==> src/rtl/mem_bus_arbiter.sv <==
// Two-master arbiter (M0 = IF reads, M1 = MEM loads/stores) for one single-port memory bus.
// Define MEM_ARB_TIMEOUT_EN to add a watchdog that aborts a stalled slave access and pulses bus_err_o.
module mem_bus_arbiter #(
  parameter int ADDR_W = 32,
  parameter int DATA_W = 32
`ifdef MEM_ARB_TIMEOUT_EN
  ,
  parameter int TIMEOUT_CYCLES = 255
`endif
) (
  input  logic                  clk,
  input  logic                  rst,
  input  logic                  m0_req_i,
  input  logic [ADDR_W-1:0]     m0_addr_i,
  output logic [DATA_W-1:0]     m0_rdata_o,
  output logic                  m0_ack_o,
  input  logic                  m1_req_i,
  input  logic                  m1_we_i,
  input  logic [ADDR_W-1:0]     m1_addr_i,
  input  logic [DATA_W-1:0]     m1_wdata_i,
  input  logic [DATA_W/8-1:0]   m1_wstrb_i,
  output logic [DATA_W-1:0]     m1_rdata_o,
  output logic                  m1_ack_o,
  output logic                  s_req_o,
  output logic                  s_we_o,
  output logic [ADDR_W-1:0]     s_addr_o,
  output logic [DATA_W-1:0]     s_wdata_o,
  output logic [DATA_W/8-1:0]   s_wstrb_o,
  input  logic [DATA_W-1:0]     s_rdata_i,
  input  logic                  s_ack_i,
  output logic                  hold_if_o,
  output logic                  hold_mem_o,
  output logic                  bus_err_o
);

  localparam logic [DATA_W-1:0] NOP = DATA_W'(32'h0000_0013);

  typedef enum logic [1:0] {IDLE, BUSY_M0, BUSY_M1} state_t;

  state_t state, state_nxt;
  logic   last_m1;
  logic   elig0, elig1;
  logic   grant0, grant1;
  logic   done, tout;

  // A master sitting in its ack cycle must not be re-granted for the same request.
  assign elig0      = m0_req_i & ~m0_ack_o;
  assign elig1      = m1_req_i & ~m1_ack_o;
  assign hold_if_o  = m0_req_i & ~m0_ack_o;
  assign hold_mem_o = m1_req_i & ~m1_ack_o;

`ifdef MEM_ARB_TIMEOUT_EN
  localparam int TW = $clog2(TIMEOUT_CYCLES + 1);

  logic [TW-1:0] tcnt;
  logic [TW-1:0] tcnt_inc;

  assign tcnt_inc = tcnt + TW'(1);
  // An ack in the limit cycle takes priority over the timeout.
  assign tout     = (state != IDLE) & ~s_ack_i & (tcnt_inc == TW'(TIMEOUT_CYCLES));

  always_ff @(posedge clk or negedge rst) begin
    if (!rst) begin
      tcnt      <= '0;
      bus_err_o <= 1'b0;
    end else begin
      bus_err_o <= tout;
      if (grant0 | grant1 | tout) tcnt <= '0;
      else if (state != IDLE && !s_ack_i) tcnt <= tcnt_inc;
    end
  end
`else
  assign tout      = 1'b0;
  assign bus_err_o = 1'b0;
`endif

  always_ff @(posedge clk or negedge rst) begin
    if (!rst) state <= IDLE;
    else      state <= state_nxt;
  end

  always_comb begin
    state_nxt = state;
    grant0    = 1'b0;
    grant1    = 1'b0;
    done      = 1'b0;
    case (state)
      IDLE: begin
        // With both pending, M1 wins unless it had the previous grant.
        grant1 = elig1 & (~elig0 | ~last_m1);
        grant0 = elig0 & ~grant1;
        if (grant1)      state_nxt = BUSY_M1;
        else if (grant0) state_nxt = BUSY_M0;
      end
      BUSY_M0, BUSY_M1: begin
        if (s_ack_i) begin
          done      = 1'b1;
          state_nxt = IDLE;
        end else if (tout) begin
          state_nxt = IDLE;
        end
      end
      default: state_nxt = IDLE;
    endcase
  end

  always_ff @(posedge clk or negedge rst) begin
    if (!rst) begin
      last_m1    <= 1'b0;
      s_req_o    <= 1'b0;
      s_we_o     <= 1'b0;
      s_addr_o   <= '0;
      s_wdata_o  <= '0;
      s_wstrb_o  <= '0;
      m0_ack_o   <= 1'b0;
      m1_ack_o   <= 1'b0;
      m0_rdata_o <= NOP;
      m1_rdata_o <= '0;
    end else begin
      m0_ack_o <= 1'b0;
      m1_ack_o <= 1'b0;
      if (grant0 | grant1) begin
        s_req_o   <= 1'b1;
        s_addr_o  <= grant1 ? m1_addr_i : m0_addr_i;
        s_we_o    <= grant1 & m1_we_i;
        s_wdata_o <= grant1 ? m1_wdata_i : '0;
        s_wstrb_o <= grant1 ? m1_wstrb_i : '0;
        last_m1   <= grant1;
      end
      if (done) begin
        s_req_o <= 1'b0;
        if (state == BUSY_M0) begin
          m0_ack_o   <= 1'b1;
          m0_rdata_o <= s_rdata_i;
        end else begin
          m1_ack_o <= 1'b1;
          if (!s_we_o) m1_rdata_o <= s_rdata_i;
        end
      end else if (tout) begin
        s_req_o <= 1'b0;
        if (state == BUSY_M0) begin
          m0_ack_o   <= 1'b1;
          m0_rdata_o <= NOP;
        end else begin
          m1_ack_o   <= 1'b1;
          m1_rdata_o <= '0;
        end
      end
    end
  end

endmodule
==> config.mk <==
export PLATFORM = sky130hd
export DESIGN_NAME = mem_bus_arbiter
export DESIGN_NICKNAME = d
export VERILOG_FILES = /design/src/rtl/mem_bus_arbiter.sv
export SDC_FILE = /design/constraint.sdc
export NUM_CORES = 1
export LEC_CHECK = 0
export CORE_MARGIN = 10
export CORE_UTILIZATION = 42
export DETAILED_ROUTE_END_ITERATION = 8
export PLACE_DENSITY = 0.78
export SETUP_SLACK_MARGIN = 0.2
export SLEW_MARGIN = 20
export SYNTH_ARGS = -nofsm -noshare
export SYNTH_HDL_FRONTEND = slang
export SYNTH_SLANG_ARGS = --single-unit
export TNS_END_PERCENT = 30
==> constraint.sdc <==
create_clock -name clk -period 2.1 [get_ports clk]
set_input_delay 0.42 -clock clk [delete_from_list [all_inputs] [get_ports clk]]
set_output_delay 0.42 -clock clk [all_outputs]
set_load 0.01 [all_outputs]
Yosys cells after proc, flatten, opt, wreduce, memory -nomap -nowiden

Cells that the tools add are included.
Widths: inputs -> output; s select.

Register bits: 139
Input bits: 138
Output and inout port bits: 139
Logic and storage cells: 52

Equality and inequality tests: 4
Multiplexer cells: 17
Bitwise operators: 14
Reduce and logical (&&, ||, !) cells: 6

Operators by type and width:

| cell               | count |
|---|---|
| $mux 32            | 2 |
| $mux 1             | 10 |
| $not 1->1          | 7 |
| $mux 2             | 3 |
| $and 1x1->1        | 5 |
| $mux 4             | 1 |
| $pmux 2 s2         | 1 |
| $reduce_and 2->1   | 2 |
| $ne 3x3->1 const B | 1 |
| $reduce_and 3->1   | 1 |
| $eq 2x1->1 const B | 1 |
| $eq 2x2->1 const B | 1 |
| $logic_not 2->1    | 1 |
| $ne 2x2->1 const B | 1 |
| $or 1x1->1         | 2 |
| $reduce_bool 2->1  | 1 |
| $reduce_or 2->1    | 1 |

Longest topological paths before layout

Depth after elaboration: 11
Mapped depth: 7
Depth with buffers taken out: 5

Worst setup path before layout

Ideal clock, no wire load.

Path type: register to register
Start: register state[0]
End: register m1_rdata_o[10]
Library setup time: 0.125 ns
Data arrival time: 1.553 ns
Slack: 0.422 ns
Cell stages (with the launch flop): 7
Path buffers: 1
Clock period less this slack: 1.678 ns
Path through: dfrtp_1 -> inv_1 -> ha_1 -> nand2_1 -> nor3_2 -> buf_2 -> mux2_2

Cells in the longest elaborated chain, start to end: 4
Elaborated cells between the ends (all ways): 6
Those cells by class: eq/ne (2); mux (1); bitwise (1); reduce/logical (2)

Ends and longest elaborated chain:

| what                                     | RTL line | text |
|---|---|---|
| start, declared                          | 40       | `state_t state, state_nxt;` |
| start signal, assigned                   | 79       | `else state <= state_nxt;` |
| $eq 2x1->1 or $eq 2x2->1 (tied branches) | 87, 132  |  |
| $reduce_or 2->1                          | 87       | `case (state)` |
| $mux 1                                   | 87       |  |
| $reduce_and 3->1 (no source line) (*)    | --       |  |
| end signal, assigned                     | 137      | `if (!s_we_o) m1_rdata_o <= s_rdata_i;` |
| end, declared                            | 22       | `output logic [DATA_W-1:0] m1_rdata_o,` |

Every way passes the cells marked *; elsewhere a longest branch is shown, timed or not.
A chain may end at the register's enable or synchronous reset.

Worst setup path after layout

Start: register m0_rdata_o[1]
End: output port m0_rdata_o[1]

RTL lines:

| what                   | RTL line | text |
|---|---|---|
| start, declared        | 15       | `output logic [DATA_W-1:0] m0_rdata_o,` |
| start signal, assigned | 134      | `m0_rdata_o <= s_rdata_i;` |

No word-level cell between the ends.

==> flow_metrics.py <==
metrics = {
    "sta": {
        "worst_slack_ns": 0.179,
        "final-setup-viol-count": 0,
        "min_period_ns": 1.92,
        "max_freq_ghz": 0.520,
        "rsz0062_at_grt": "true",
        "worst_pin_slew_ns": 0.515,
        "clock_skew_ns": 0.0104,
        "slew_headroom": 0.656,
        "finalHoldViolCount": 0,
        "post-route-period-util": 0.915,
        "drv_slew": 0,
    },
    "global_routing": {
        "grt_remaining_overflow": 0,
        "grt_pass1_vias": 5607,
        "antenna_found_initial": 0,
        "grt_util_all_layers": 0.211,
        "grt_pass1_wl_mm": 33.0,
        "grt_max_degree": 46,
    },
    "power": {
        "seqPwrFrac": 0.316,
        "powerDensity_nw_per_um2": 1580,
        "ir_drop_mv": 0.979,
        "p_clk_frac": 0.189,
        "p_leak_nw": 4.07,
        "netSwitchingFraction": 0.340,
        "p_sw_mw": 5.20,
        "p_int_mw": 10.1,
        "combPwrFrac": 0.494,
    },
    "logic_synthesis": {
        "seq_area_frac_synth": 0.578,
        "syn_area_per_cell_um2": 13.5,
        "yosysWarnings": 0,
        "synth_fp_nets": 586,
        "syn-cell-area_um2": 6020,
        "synthMuxAreaShare": 0.120,
        "synth_top_cell_by_area": "dfrtp_1",
        "synth_cell_types": 31,
        "synth_xor_area_frac": 0,
        "synth-compound-area-share": 0.186,
        "synth.area.top_cells": "dfrtp_1 (57%), mux2_2 (11%), a22o_1 (5.4%)",
        "synth_top_family_by_area": "compound AO/OA/AOI/OAI gates",
        "ys_ff_latch": 139,
        "synth.top_cell.area_share": 0.565,
        "synth_cells": 446,
        "synth_fa_ha_area_frac": 0.00416,
        "yosys.area_share.simple": 0.0684,
    },
    "detailed_routing": {
        "via_per_inst": 5.69,
        "vias": 5201,
        "dr.pass1.iters": 5,
        "first_iter_violations": 302,
        "wire_per_inst_um": 23.0,
        "drc": 0,
        "routed_wl_mm": 21.0,
        "antenna_left": 0,
    },
    "critical_path": {
        "cp_cell_sequence": "clkdlybuf4s50_1",
        "crit_family": "buffers and inverters",
        "start_kind": "flip-flop",
        "path_buf_inv": 1,
        "critPathKind": "reg2out",
        "cp.required_ns": 1.68,
        "reg2reg_depth": 7,
        "cp_max_fo": 2,
        "arrival_ns": 1.50,
        "slowest_stage": "clkdlybuf4s50_1",
        "end_kind": "output port",
        "crit_cells": 1,
        "slowest_delay_ns": 0.57,
    },
    "placed_design": {
        "place_ws_ns": -0.208,
        "gp_congestion": 0.828,
        "hpwl_mm": 15.4,
        "place_area_um2": 9060,
        "portBuffers": 275,
    },
    "cells_and_area": {
        "syn_to_final_growth_pct": 60.6,
        "layout_common_cells": "clkdlybuf4s50_1 (270), dfrtp_1 (135), mux2_2 (60)",
        "layout_commonest_cell": "clkdlybuf4s50_1",
        "nets": 863,
        "drive_gt1_frac": 0.178,
        "antennaDiodeCount": 0,
        "final_area_um2": 9670,
    },
    "clock_tree": {
        "htreeDepth": 4,
        "cts_tree": "done",
        "clk_latency_ns": 0.41,
        "clockBufferDepth": 2,
        "numCtsBuffers": 17,
        "cts_root_buf": "clkbuf_16",
        "cts.sink_count": 139,
        "path_clk_slew_ns": 0.05,
    },
    "status": {
        "outcome": "completed",
    },
    "floorplanning": {
        "start_util": 0.430,
        "design.core.area_um2": 14000,
        "num_rows": 43,
        "die_h_um": 140,
        "pin_count": 277,
        "die_w_um": 140,
        "dieArea_um2": 19500,
    },
    "min_path": {
        "hold_depth": 1,
        "worstHoldPathType": "reg2reg",
    },
    "run": {
        "maxCapViolations": 0,
    },
}
## area by class of cell
type,count,area (µm²)
fill,987,4320
sequential,139,3480
timing repair buffer,304,3060
multi-input combinational,255,2300
clock buffer,17,425
tap,180,225
clock inverter,13,143
inverter,6,28.8
## sequential cells by signal (all words and copies together) (netlist names)
| name | cells |
|---|---|
| last_m1 | 1 |
| m0_ack_o | 1 |
| m0_rdata_o | 32 |
| m1_ack_o | 1 |
| m1_rdata_o | 32 |
| s_addr_o | 32 |
| s_req_o | 1 |
| s_wdata_o | 32 |
| s_we_o | 1 |
| s_wstrb_o | 4 |
| state | 2 |
## through the flow
step,power [mW],setup TNS [ns],hold slack (ns),instances,utilization
floorplan,8.26,0,0.124,446,-
global placement,12.1,-5.08,0.369,881,0.648
detailed placement,12.4,-6.81,0.378,881,0.648
CTS,15.4,0,0.500,914,0.690
global route,16.2,0,0.506,914,0.691
finish,15.3,0,0.492,914,0.691
## per-layer routing
| metal | vias up | track usage | wire length, µm |
|---|---|---|---|
| met5 | - | 0 | 0 |
| met4 | 0 | 0.0723 | 431 |
| met3 | 30 | 0.111 | 2540 |
| met2 | 289 | 0.335 | 10100 |
| met1 | 2597 | 0.240 | 7960 |
| li1 | 2285 | - | - |
## logic make-up after synthesis
| logic type | Yosys count |
|---|---|
| AO/OA/AOI/OAI | 141 |
| multiplexers | 64 |
| adder cells (fa/ha/maj) | 2 |
| flip-flops | 139 |
| other | 1 |
| AND/OR/NAND/NOR | 46 |
| buffers and inverters | 53 |
## path summary, 6_finish.rpt
path / startpoint / to / slack [ns]
max reg2reg: state[0] / s_addr_o[10] / 0.29
min reg2reg: s_req_o / s_req_o / 0.49
min: s_req_o / s_req_o / 0.49
max: m0_rdata_o[1] / m0_rdata_o[1] / 0.18
min in group asynchronous: rst / m0_rdata_o[18] / 0.50
max in group asynchronous: rst / m0_rdata_o[1] / 0.95
## what timing repair did
item,4_1_cts,5_1_grt
setup buffers,1,0
pin swaps,1,0
gates resized for setup,6,4
setup endpoints to repair,70,73
hold endpoints to repair,42,0
hold buffers,1,0
gates cloned,1,0
## synth_stat cells
| master | n |
|---|---|
| o21ai_0 | 33 |
| mux2_2 | 60 |
| a21oi_1 | 2 |
| buf_6 | 4 |
| o21a_1 | 1 |
| nand2b_1 | 2 |
| o21ai_4 | 1 |
| mux2_1 | 4 |
| nand3_1 | 1 |
| a2bb2oi_1 | 32 |
| dfrtp_1 | 136 |
| buf_2 | 17 |
| and3b_1 | 1 |
| inv_4 | 1 |
| nor2b_1 | 1 |
| nand3b_1 | 3 |
| a221oi_1 | 32 |
| ha_1 | 2 |
| dfstp_2 | 3 |
| and4b_1 | 32 |
| a21oi_4 | 1 |
| buf_4 | 2 |
| nor3_2 | 1 |
| nor2_4 | 1 |
| clkbuf_1 | 24 |
| inv_1 | 5 |
| conb_1 | 1 |
| nand2_1 | 2 |
| o32ai_1 | 2 |
| a22o_1 | 37 |
| nor2_1 | 2 |
## power groups by stage
stage	Sequential (mW)	Combinational (mW)	Clock (mW)
global route	5.00	8.09	3.09
CTS	4.84	7.61	2.96
finish	4.84	7.57	2.90
detailed placement	4.83	7.54	0
global placement	4.77	7.36	0
floorplan	5.33	2.93	0
(Power assumes the default switching activity.)
